File: src/rtl/linebuffer_reader_if.sv
// AXI4-Stream bundle carrying one pixel per beat from the line-buffer reader.
// tuser marks the first pixel of a frame, tlast the final pixel of a line.
interface linebuffer_reader_if #(
    parameter int C_DATA_WIDTH = 8
);
    logic                    tvalid;
    logic                    tready;
    logic [C_DATA_WIDTH-1:0] tdata;
    logic                    tuser;
    logic                    tlast;

    modport master (output tvalid, output tdata, output tuser, output tlast, input tready);
    modport slave  (input tvalid, input tdata, input tuser, input tlast, output tready);
endinterface

File: src/rtl/linebuffer_reader.sv
// Streams one line out of a synchronous-read line buffer onto AXI4-Stream,
// using a 4-entry skid FIFO with read credits so back-pressure never drops data.
module linebuffer_reader #(
    parameter int C_DATA_WIDTH    = 8,
    parameter int C_ADDRESS_WIDTH = 8
) (
    input  logic                       clk,
    input  logic                       reset,
    input  logic                       start,
    input  logic [C_ADDRESS_WIDTH-1:0] width_m1,
    input  logic                       sof,
    output logic                       busy,
    output logic                       done,
    output logic                       rd_en,
    output logic [C_ADDRESS_WIDTH-1:0] rd_addr,
    input  logic [C_DATA_WIDTH-1:0]    rd_data,
    linebuffer_reader_if.master        m_axis
);
    typedef enum logic {IDLE, READ} state_t;

    state_t                     state_reg, state_next;
    logic [C_ADDRESS_WIDTH-1:0] addr_reg;
    logic [C_ADDRESS_WIDTH-1:0] width_reg;
    logic                       sof_reg;
    logic                       issued_all_reg;
    logic                       inflight_reg;
    logic                       inflight_user_reg;
    logic                       inflight_last_reg;
    logic                       done_reg;

    logic [C_DATA_WIDTH-1:0]    fifo_data [4];
    logic                       fifo_user [4];
    logic                       fifo_last [4];
    logic [1:0]                 wr_ptr_reg, rd_ptr_reg;
    logic [2:0]                 count_reg;

    logic accept, push, pop, head_valid, head_last;

    assign head_valid = (count_reg != 3'd0);
    assign head_last  = fifo_last[rd_ptr_reg];
    assign push       = inflight_reg;

    // Outputs are forced to zero while the FIFO is empty so stale entries never leak.
    assign m_axis.tvalid = head_valid;
    assign m_axis.tdata  = head_valid ? fifo_data[rd_ptr_reg] : '0;
    assign m_axis.tuser  = head_valid & fifo_user[rd_ptr_reg];
    assign m_axis.tlast  = head_valid & head_last;

    assign busy    = (state_reg == READ);
    assign done    = done_reg;
    assign rd_addr = addr_reg;

    always_ff @(posedge clk) begin
        if (reset) state_reg <= IDLE;
        else       state_reg <= state_next;
    end

    always_comb begin
        state_next = state_reg;
        accept     = 1'b0;
        pop        = head_valid & m_axis.tready;
        // A read is only issued when its data is guaranteed a FIFO slot on return.
        rd_en      = (state_reg == READ) && !issued_all_reg &&
                     (({1'b0, count_reg} + {3'b000, inflight_reg}) < 4'd4);
        case (state_reg)
            IDLE: begin
                if (start) begin
                    accept     = 1'b1;
                    state_next = READ;
                end
            end
            READ: begin
                if (pop && head_last) state_next = IDLE;
            end
            default: state_next = IDLE;
        endcase
    end

    always_ff @(posedge clk) begin
        if (reset) begin
            addr_reg          <= '0;
            width_reg         <= '0;
            sof_reg           <= 1'b0;
            issued_all_reg    <= 1'b0;
            inflight_reg      <= 1'b0;
            inflight_user_reg <= 1'b0;
            inflight_last_reg <= 1'b0;
            done_reg          <= 1'b0;
            wr_ptr_reg        <= '0;
            rd_ptr_reg        <= '0;
            count_reg         <= '0;
        end else begin
            done_reg          <= pop && head_last;
            inflight_reg      <= rd_en;
            inflight_user_reg <= sof_reg && (addr_reg == '0);
            inflight_last_reg <= (addr_reg == width_reg);

            if (accept) begin
                addr_reg       <= '0;
                width_reg      <= width_m1;
                sof_reg        <= sof;
                issued_all_reg <= 1'b0;
            end else if (rd_en) begin
                // Hold at the final address instead of wrapping past the line end.
                if (addr_reg == width_reg) issued_all_reg <= 1'b1;
                else                       addr_reg       <= addr_reg + 1'b1;
            end

            if (push) wr_ptr_reg <= wr_ptr_reg + 2'd1;
            if (pop)  rd_ptr_reg <= rd_ptr_reg + 2'd1;
            case ({push, pop})
                2'b10:   count_reg <= count_reg + 3'd1;
                2'b01:   count_reg <= count_reg - 3'd1;
                default: count_reg <= count_reg;
            endcase
        end
    end

    always_ff @(posedge clk) begin
        if (push) begin
            fifo_data[wr_ptr_reg] <= rd_data;
            fifo_user[wr_ptr_reg] <= inflight_user_reg;
            fifo_last[wr_ptr_reg] <= inflight_last_reg;
        end
    end
endmodule

File: src/flat_wrapper.sv
// flat-port wrapper written by rule: the top's interface ports become plain ports
module linebuffer_reader_flat 
#(
    parameter int C_DATA_WIDTH    = 8,
    parameter int C_ADDRESS_WIDTH = 8
)
  (clk, reset, start, width_m1, sof, busy, done, rd_en, rd_addr, rd_data, m_axis_tvalid, m_axis_tdata, m_axis_tuser, m_axis_tlast, m_axis_tready);
  linebuffer_reader_if #(.C_DATA_WIDTH(C_DATA_WIDTH)) m_axis_i ();
  input  logic clk;
  input  logic reset;
  input  logic start;
  input  logic [C_ADDRESS_WIDTH-1:0] width_m1;
  input  logic sof;
  output logic busy;
  output logic done;
  output logic rd_en;
  output logic [C_ADDRESS_WIDTH-1:0] rd_addr;
  input  logic [C_DATA_WIDTH-1:0] rd_data;
  output wire logic [$bits(m_axis_i.tvalid)-1:0] m_axis_tvalid;
  output wire logic [$bits(m_axis_i.tdata)-1:0] m_axis_tdata;
  output wire logic [$bits(m_axis_i.tuser)-1:0] m_axis_tuser;
  output wire logic [$bits(m_axis_i.tlast)-1:0] m_axis_tlast;
  input wire logic [$bits(m_axis_i.tready)-1:0] m_axis_tready;
  assign m_axis_tvalid = m_axis_i.tvalid;
  assign m_axis_tdata = m_axis_i.tdata;
  assign m_axis_tuser = m_axis_i.tuser;
  assign m_axis_tlast = m_axis_i.tlast;
  assign m_axis_i.tready = m_axis_tready;
  linebuffer_reader #(.C_DATA_WIDTH(C_DATA_WIDTH), .C_ADDRESS_WIDTH(C_ADDRESS_WIDTH)) u_core (.clk(clk), .reset(reset), .start(start), .width_m1(width_m1), .sof(sof), .busy(busy), .done(done), .rd_en(rd_en), .rd_addr(rd_addr), .rd_data(rd_data), .m_axis(m_axis_i));
endmodule
File: config.mk
export PLATFORM = sky130hd
export DESIGN_NAME = linebuffer_reader_flat
export DESIGN_NICKNAME = d
export VERILOG_FILES = /design/src/rtl/linebuffer_reader_if.sv /design/src/rtl/linebuffer_reader.sv /design/src/flat_wrapper.sv
export SDC_FILE = /design/constraint.sdc
export NUM_CORES = 1
export LEC_CHECK = 0
export ABC_AREA = 0
export CAP_MARGIN = 10
export CORE_MARGIN = 5
export CORE_UTILIZATION = 54
export DETAILED_ROUTE_END_ITERATION = 10
export PLACE_DENSITY = 0.79
export SYNTH_ARGS = -nofsm -noshare
export SYNTH_HDL_FRONTEND = slang
export SYNTH_SLANG_ARGS = --single-unit
export TNS_END_PERCENT = 10
File: constraint.sdc
create_clock -name clk -period 3.2 [get_ports clk]
set_clock_uncertainty 0.2 [all_clocks]
set_input_delay 0.32 -clock clk [delete_from_list [all_inputs] [get_ports clk]]
set_output_delay 0.32 -clock clk [all_outputs]
set_load 0.05 [all_outputs]
Word level (Yosys, flattened, before mapping)
Memory sizes are Yosys's and may differ from the RTL's. A register that Yosys moved wholly into a read port is not among the register bits.
Cells that the tools add are included.
{"block": "totals", "ff_bits": 30, "ram_bits": 40, "input_bits": 21, "out_inout_bits": 22, "wordCells": 55, "n_memories": 3}
{"name": "u_core.fifo_data", "depth": 4, "width": 8, "rd": 1, "rd_ports_with_merged_regs": 1, "wr": 1, "line_no": "linebuffer_reader.sv:31", "text": "logic [C_DATA_WIDTH-1:0] fifo_data [4];"}
{"name": "u_core.fifo_last", "depth": 4, "width": 1, "rd": 1, "rd_ports_with_merged_regs": 1, "wr": 1, "line_no": "linebuffer_reader.sv:33", "text": "logic fifo_last [4];"}
{"name": "u_core.fifo_user", "depth": 4, "width": 1, "rd": 1, "rd_ports_with_merged_regs": 1, "wr": 1, "line_no": "linebuffer_reader.sv:32", "text": "logic fifo_user [4];"}
{"block": "op_classes", "addsub": 6, "magnitude_cmp": 1, "eq_ne": 3, "muxes": 14, "n_bitwise": 5, "reduce_logical": 11}
{"operator": "$mux 2", "count": 6}
{"operator": "$add 8x1->8 const B", "count": 1}
{"operator": "$eq 8x8->1", "count": 1}
{"operator": "$logic_not 8->1", "count": 1}
{"operator": "$mux 8", "count": 1}
{"operator": "$pmux 3 s2", "count": 1}
{"operator": "$mux 1", "count": 5}
{"operator": "$add 2x1->2 const B", "count": 2}
{"operator": "$add 3x1->4", "count": 1}
{"operator": "$logic_and 1x1->1", "count": 4}
{"operator": "$lt 4x3->1 const B", "count": 1}
{"operator": "$reduce_and 2->1", "count": 2}
{"operator": "$add 3x1->3 const B", "count": 1}
{"operator": "$and 1x1->1", "count": 3}
{"operator": "$reduce_bool 3->1", "count": 1}
{"operator": "$sub 3x1->3 const B", "count": 1}
{"operator": "$eq 2x1->1 const B", "count": 1}
{"operator": "$eq 2x2->1 const B", "count": 1}
{"operator": "$not 1->1", "count": 2}
{"operator": "$pmux 1 s2", "count": 1}
{"operator": "$reduce_bool 2->1", "count": 1}
{"operator": "$reduce_or 2->1", "count": 1}
{"operator": "$logic_not 1->1", "count": 1}

Logic depth before layout (Yosys ltp)
Gate-level depths: netlist of the first run.
{"block": "logic_depth", "depth_word": 5, "ltp_mapped": 9, "ltp_nobuf": 8}

Worst setup path before layout of the first run
No wires, ideal clock.
{"block": "synth_path", "path_type": "flip-flop to flip-flop", "from": "register u_core.count_reg[0]", "to": "register u_core.count_reg[2]", "setup_time_ps": 70, "arrival_ps": 1984, "t_required_ps": 2930, "slack_ps": 946, "stages_incl_launch_ff": 10, "path_buffers": 1, "synth_period_minus_slack_ps": 2254, "cell_sequence": "dfxtp_1 > or3_1 > and2_1 > clkbuf_1 > ha_1 > inv_1 > fa_1 > xor2_1 > or3_1 > a21oi_1"}
{"block": "synth_between", "elab_chain_cells": 4, "word_cells_on_any_way": 8, "cone_classes": "2 x add/sub; 2 x eq/ne; 1 x mux; 1 x bitwise; 2 x reduce/logical"}
{"element": "start: declaration", "line_no": "linebuffer_reader.sv:35", "text": "logic [2:0] count_reg;"}
{"element": "start signal: assignment", "line_no": "linebuffer_reader.sv:112", "text": "2'b10: count_reg <= count_reg + 3'd1;"}
{"element": "start signal: assignment", "line_no": "linebuffer_reader.sv:113", "text": "2'b01: count_reg <= count_reg - 3'd1;"}
{"element": "start signal: assignment", "line_no": "linebuffer_reader.sv:114", "text": "default: count_reg <= count_reg;"}
{"element": "$reduce_bool 3->1 (*)", "line_no": "linebuffer_reader.sv:39", "text": "assign head_valid = (count_reg != 3'd0);"}
{"element": "$and 1x1->1 (*)", "line_no": "linebuffer_reader.sv:61", "text": "pop = head_valid & m_axis.tready;"}
{"element": "via u_core.pop", "line_no": "linebuffer_reader.sv:37", "text": "logic accept, push, pop, head_valid, head_last;"}
{"element": "$eq 2x1->1 / $eq 2x2->1 (equally long branches)", "line_no": "linebuffer_reader.sv:111", "text": "case ({push, pop})"}
{"element": "$pmux 3 s2 / $reduce_bool 2->1 (equally long branches)"}
Mark *: on every way through the listed nets, which the timed path passes. The rest lies on a longest branch.
A chain may end at the register's enable or synchronous reset.

==> results.cfg, run 1 <==
[global_routing]
grt_antenna_before_repair = 0
grt_pass1_wl_um = 8652
grt_overflow = 0
first_global_vias = 1833
track_usage_pct = 15.59
grt_max_degree = 22

[detailed_routing]
dr_wl_met3_um = 286
wl_met1_um = 2382
vias_per_cell = 5.109
wl_met2_um = 2475
first_pass_iters = 4
maxUsedRoutingLayer = met4
dr.first_iter.drc_count = 85
remaining_drc_errors = 0
via_count = 1834
wl_um = 5249
antenna_left = 0
wl_per_cell_um = 14.62

[clock_network]
cts_buffers = 9
insertion_delay_ns = 0.34
post_cts_resized = 0
cts_tree = done
postCtsSetupBuffers = 0
clk_path_buf_depth = 2
path_clk_slew_ns = 0.07
htree_levels = 3
ctsHoldBuffers = 0
clock-sinks = 72
cts_root_buf = clkbuf_8

[min_path]
hold_depth = 2
hp-class = flip-flop to flip-flop

[timing]
fin_setup_tns_ns = 0
drv_slew = 0
finalHoldViolations = 0
post-route-period-util_pct = 92.81
max-slew-margin-rel_pct = 66.09
min_period_ns = 2.970
tightest_slew_ns = 0.5087
rsz0062_at_grt = no
setup-violations-final = 0
fmax_mhz = 336.7

[critical_path]
end_kind = output pin
critPathKind = flip-flop to output pin
cp_data_required_time_ns = 2.68
r2r_cells = 8
crit_fanout = 6
worst_path_largest_cell_delay_ns = 0.69
path_cells = buf_4 > mux4_2 > and2_1 > clkdlybuf4s50_1
cp.arrival_ns = 2.45
crit_slowest_cell = clkdlybuf4s50_1
worstSetupStartpointType = flip-flop

[synthesis]
synth_top_area_share_pct = 39.95
synth.distinct_cells = 32
postSynth.asyncResetShare_pct = 0
ys.flop_type = edfxtp_1
synth-seq-cells = 72
netlist_area_um2 = 3007
seq_area_frac_synth_pct = 61.26
synth.net_count = 265
ys_warn_count = 0
synth_edf_count = 40
avgSynthCellArea_um2 = 12.74
ys_top_cells_by_count = edfxtp_1 (40), dfxtp_1 (32), nand2_1 (26)
synth_top_area_cell = edfxtp_1
syn_inst = 236
yosysMostFrequentCell = edfxtp_1
synth_area_leaders = edfxtp_1 (40%), dfxtp_1 (21%), mux4_2 (7.5%), and2_1 (3.3%), nand2_1 (3.2%)

[place]
placed_cells = 343
io_buffers = 42
gp_congestion = 0.7448
dp_hpwl_um = 3755

[floorplan]
die_y_um = 84.62
core_um2 = 5473
die_w_um = 84.62
io_pins = 43
start_util_pct = 54.94
fp-row-count = 27
die-area_um2 = 7160

[layout]
multi_input_area_um2 = 1067
diodes = 0
fillerInstances = 424
drive_above_1_share_pct = 13.24
seq_area_um2 = 1842
area_delta_synth_final_pct = 23.26
nets = 311
largest_reg_flops = 32
final_cells = 359

[run_status]
outcome = finished clean

[pwr]
p_per_area_nw_per_um2 = 694.8
power_leakage_nw = 1.315
ir_drop_uv = 477.5

[job]
maxCapViolCount = 0
## kinds of logic after synthesis
kind of cell             share of synthesized area [%]
AND/OR/NAND/NOR                                  13.94
adder cells (fa/ha/maj)                          3.579
flip-flops                                       61.26
multiplexers                                     8.157
AO/OA/AOI/OAI                                    5.452
XOR/XNOR                                         4.369
buffers and inverters                            3.246
## metal layers
layer / GRT usage [%] / vias to the layer above
li1: - / 918
met1: 20.37 / 852
met2: 24.20 / 55
met3: 4.514 / 9
met4: 6.906 / 0
met5: 0 / -
## power breakdown
| part | switching, mW | internal (mW) |
|---|---|---|
| registers | 0.0474 | 1.03 |
| logic | 0.436 | 0.289 |
| clock network | 0.335 | 0.440 |
| total | 0.819 | 1.76 |
## worst paths after layout
check | startpoint | endpoint | slack [ns]
setup / recovery | flip-flop | m_axis_tdata[1] | 0.23
setup reg to reg | u_core.count_reg[0] | u_core.count_reg[2] | 0.63
hold / removal | u_core.width_reg[6] | u_core.width_reg[6] | 0.27
hold reg to reg | u_core.width_reg[6] | u_core.width_reg[6] | 0.27
## final cells by class
cell class,instances,area share (%)
sequential,72,49.70
inverter,10,1.013
clock buffer,9,3.342
timing repair buffer,46,12.15
multi-input combinational,143,28.80
tap,72,2.431
clock inverter,7,2.566
## cell usage in the layout (no fill, tap or decap), types with 3 or more instances in the layout
cell	Yosys	routed
clkdlybuf4s50_1	0	42
edfxtp_1	40	40
dfxtp_1	32	32
nand2_1	26	26
nor2_1	20	20
and2_1	16	16
a21oi_1	14	14
xor2_1	11	11
inv_1	10	10
mux4_2	10	10
clkbuf_8	0	9
ha_1	7	7
nand3_1	5	5
xnor2_1	4	4
buf_4	0	4
or3_1	3	3
nor2b_1	3	3
nor4_2	3	3
a21oi_2	3	3
a31o_1	3	3
## metrics by stage
step                setup WS, ns  power, mW  cell area (µm²)  utilization, %  hold WS, ns
detailed placement        0.5692      1.829             3487           63.72       0.2551
CTS                       0.1916      2.600             3706           67.72       0.2674
finish                    0.2301      2.575             3706           67.72       0.2668
floorplan                 0.9456      1.611             3007               -       0.1916
global placement          0.5939      1.814             3487           63.72       0.2515
global route              0.1030      2.695             3706           67.72       0.2917
## critical path, delay by kind of cell (launching register included)
kind                   cells  cell delay (ns)
AND/OR/NAND/NOR            1             0.17
multiplexers               1             0.50
flip-flops                 1             0.51
buffers and inverters      2             0.94
Note: power is estimated with default switching activity, not from simulation.
==> run 2: changes to the inputs <==
--- a/config.mk
+++ b/config.mk
@@ -6,7 +6,7 @@
 export NUM_CORES = 1
 export LEC_CHECK = 0
 export ABC_AREA = 0
-export CAP_MARGIN = 10
+export CAP_MARGIN = 40
 export CORE_MARGIN = 5
 export CORE_UTILIZATION = 54
 export DETAILED_ROUTE_END_ITERATION = 10
==> results of run 2 <==
Final layout, timing and power as in run 1 (identical DEF).
==> run 3: changes to the inputs <==
--- a/config.mk
+++ b/config.mk
@@ -8,9 +8,8 @@
 export ABC_AREA = 0
 export CAP_MARGIN = 40
 export CORE_MARGIN = 5
-export CORE_UTILIZATION = 54
+export CORE_UTILIZATION = 35
 export DETAILED_ROUTE_END_ITERATION = 10
-export PLACE_DENSITY = 0.79
 export SYNTH_ARGS = -nofsm -noshare
 export SYNTH_HDL_FRONTEND = slang
 export SYNTH_SLANG_ARGS = --single-unit
==> results.cfg, run 3 (synthesis results as in run 1) <==
[clock_network]
ctsHoldBuffers = 0
clock-sinks = 72
post_cts_resized = 0
cts_tree = done
path_clk_slew_ns = 0.08
clk_path_buf_depth = 2
insertion_delay_ns = 0.34
postCtsSetupBuffers = 0
cts_buffers = 9
cts_root_buf = clkbuf_8
htree_levels = 3

[timing]
max-slew-margin-rel_pct = 64.42
post-route-period-util_pct = 92.90
setup-violations-final = 0
drv_slew = 0
min_period_ns = 2.973
fin_setup_tns_ns = 0
rsz0062_at_grt = no
fmax_mhz = 336.4
finalHoldViolations = 0
tightest_slew_ns = 0.5337
layout_setup_ws_ns = 0.2272
hold_ws_ns = 0.2650

[pwr]
power.share.switching_pct = 34.74
p_int_mw = 1.614
p_sw_uw = 859.5
pwr-share-seq_pct = 43.4
p_clk_share_pct = 27.3
ir_drop_uv = 249.2
combPwrFrac_pct = 29.3
p_per_area_nw_per_um2 = 665.7
power_leakage_nw = 1.296
finalPower_mw = 2.474

[detailed_routing]
first_pass_iters = 4
dr.first_iter.drc_count = 42
wl_um = 5460
antenna_left = 0
wl_per_cell_um = 13.93
vias_per_cell = 4.765
remaining_drc_errors = 0
via_count = 1868

[critical_path]
end_kind = output pin
cp_data_required_time_ns = 2.68
r2r-start = u_core.count_reg[0]
r2r_cells = 8
worstSetupStartpointType = flip-flop
r2r_slack_ns = 0.61
path_cells = buf_4 > mux4_2 > and2_1 > clkdlybuf4s50_1
r2r_end = u_core.count_reg[2]
crit_slowest_cell = clkdlybuf4s50_1
crit_fanout = 6
worst_path_largest_cell_delay_ns = 0.69
critPathKind = flip-flop to output pin
cp.arrival_ns = 2.45

[layout]
largest_reg_flops = 32
final_cell_mix = clkdlybuf4s50_1 (42), edfxtp_1 (40), dfxtp_1 (32)
final_common_cell = clkdlybuf4s50_1
final_util_pct = 44.78
diodes = 0
area_delta_synth_final_pct = 23.60
stdcell_area_um2 = 3716
nets = 311
final_cells = 392
drive_above_1_share_pct = 13.24

[global_routing]
grt_antenna_before_repair = 0
first_global_vias = 1853
grt_pass1_wl_um = 9087
grt_max_degree = 26
track_usage_pct = 11.34
grt_overflow = 0

[floorplan]
core_um2 = 8299
die-area_um2 = 10540
io_pins = 43
start_util_pct = 36.23
fp-row-count = 33
die_y_um = 102.7
die_w_um = 102.7

[min_path]
hold_depth = 2
min-delay-start = u_core.sof_reg
whs_endpoint = u_core.sof_reg
hp-class = flip-flop to flip-flop

[run_status]
outcome = finished clean

[job]
maxCapViolCount = 0

[place]
io_buffers = 42
dp_hpwl_um = 3943
gp_congestion = 0.7752
place_ws_ns = 0.5620
placed_cell_area_um2 = 3528
placed_cells = 376
-- run 3: area by class of cell --
cell class	count	area, µm²
multi-input combinational	143	1067
clock buffer	9	123.9
inverter	10	37.54
tap	105	131.4
fill	769	4583
sequential	72	1842
timing repair buffer	46	450.4
clock inverter	7	63.81
-- run 3: how the worst max path moves through the flow --
stage	depth (start not counted)	start	endpoint	slack [ns]
floorplan	9	u_core.count_reg[0]	u_core.count_reg[2]	0.95
global placement	4	flip-flop	m_axis_tuser	0.59
detailed placement	4	flip-flop	m_axis_tuser	0.56
CTS	4	flip-flop	m_axis_tuser	0.17
global route	4	flip-flop	m_axis_tdata[5]	0.07
finish	4	flip-flop	m_axis_tuser	0.23
-- run 3: power by group through the flow --
stage	registers, mW	clock network (mW)	logic, mW
after floorplan	1.09	0	0.525
after global placement	1.09	0	0.724
after detailed placement	1.10	0	0.734
after CTS	1.08	0.697	0.737
after global routing	1.08	0.732	0.782
final	1.07	0.675	0.725
-- run 3: critical path: cells and delay by family (launching register included) --
family	cells	cell delay, ns
multiplexers	1	0.51
AND/OR/NAND/NOR	1	0.16
flip-flops	1	0.50
buffers and inverters	2	0.93
-- run 3: routing by layer --
layer / wire length [µm] / global-route usage (%) / up-vias
met5: 0 / 0 / -
met4: 115 / 6.559 / 0
met3: 300 / 2.368 / 8
met2: 2525 / 17.97 / 50
met1: 2519 / 14.36 / 892
li1: - / - / 918
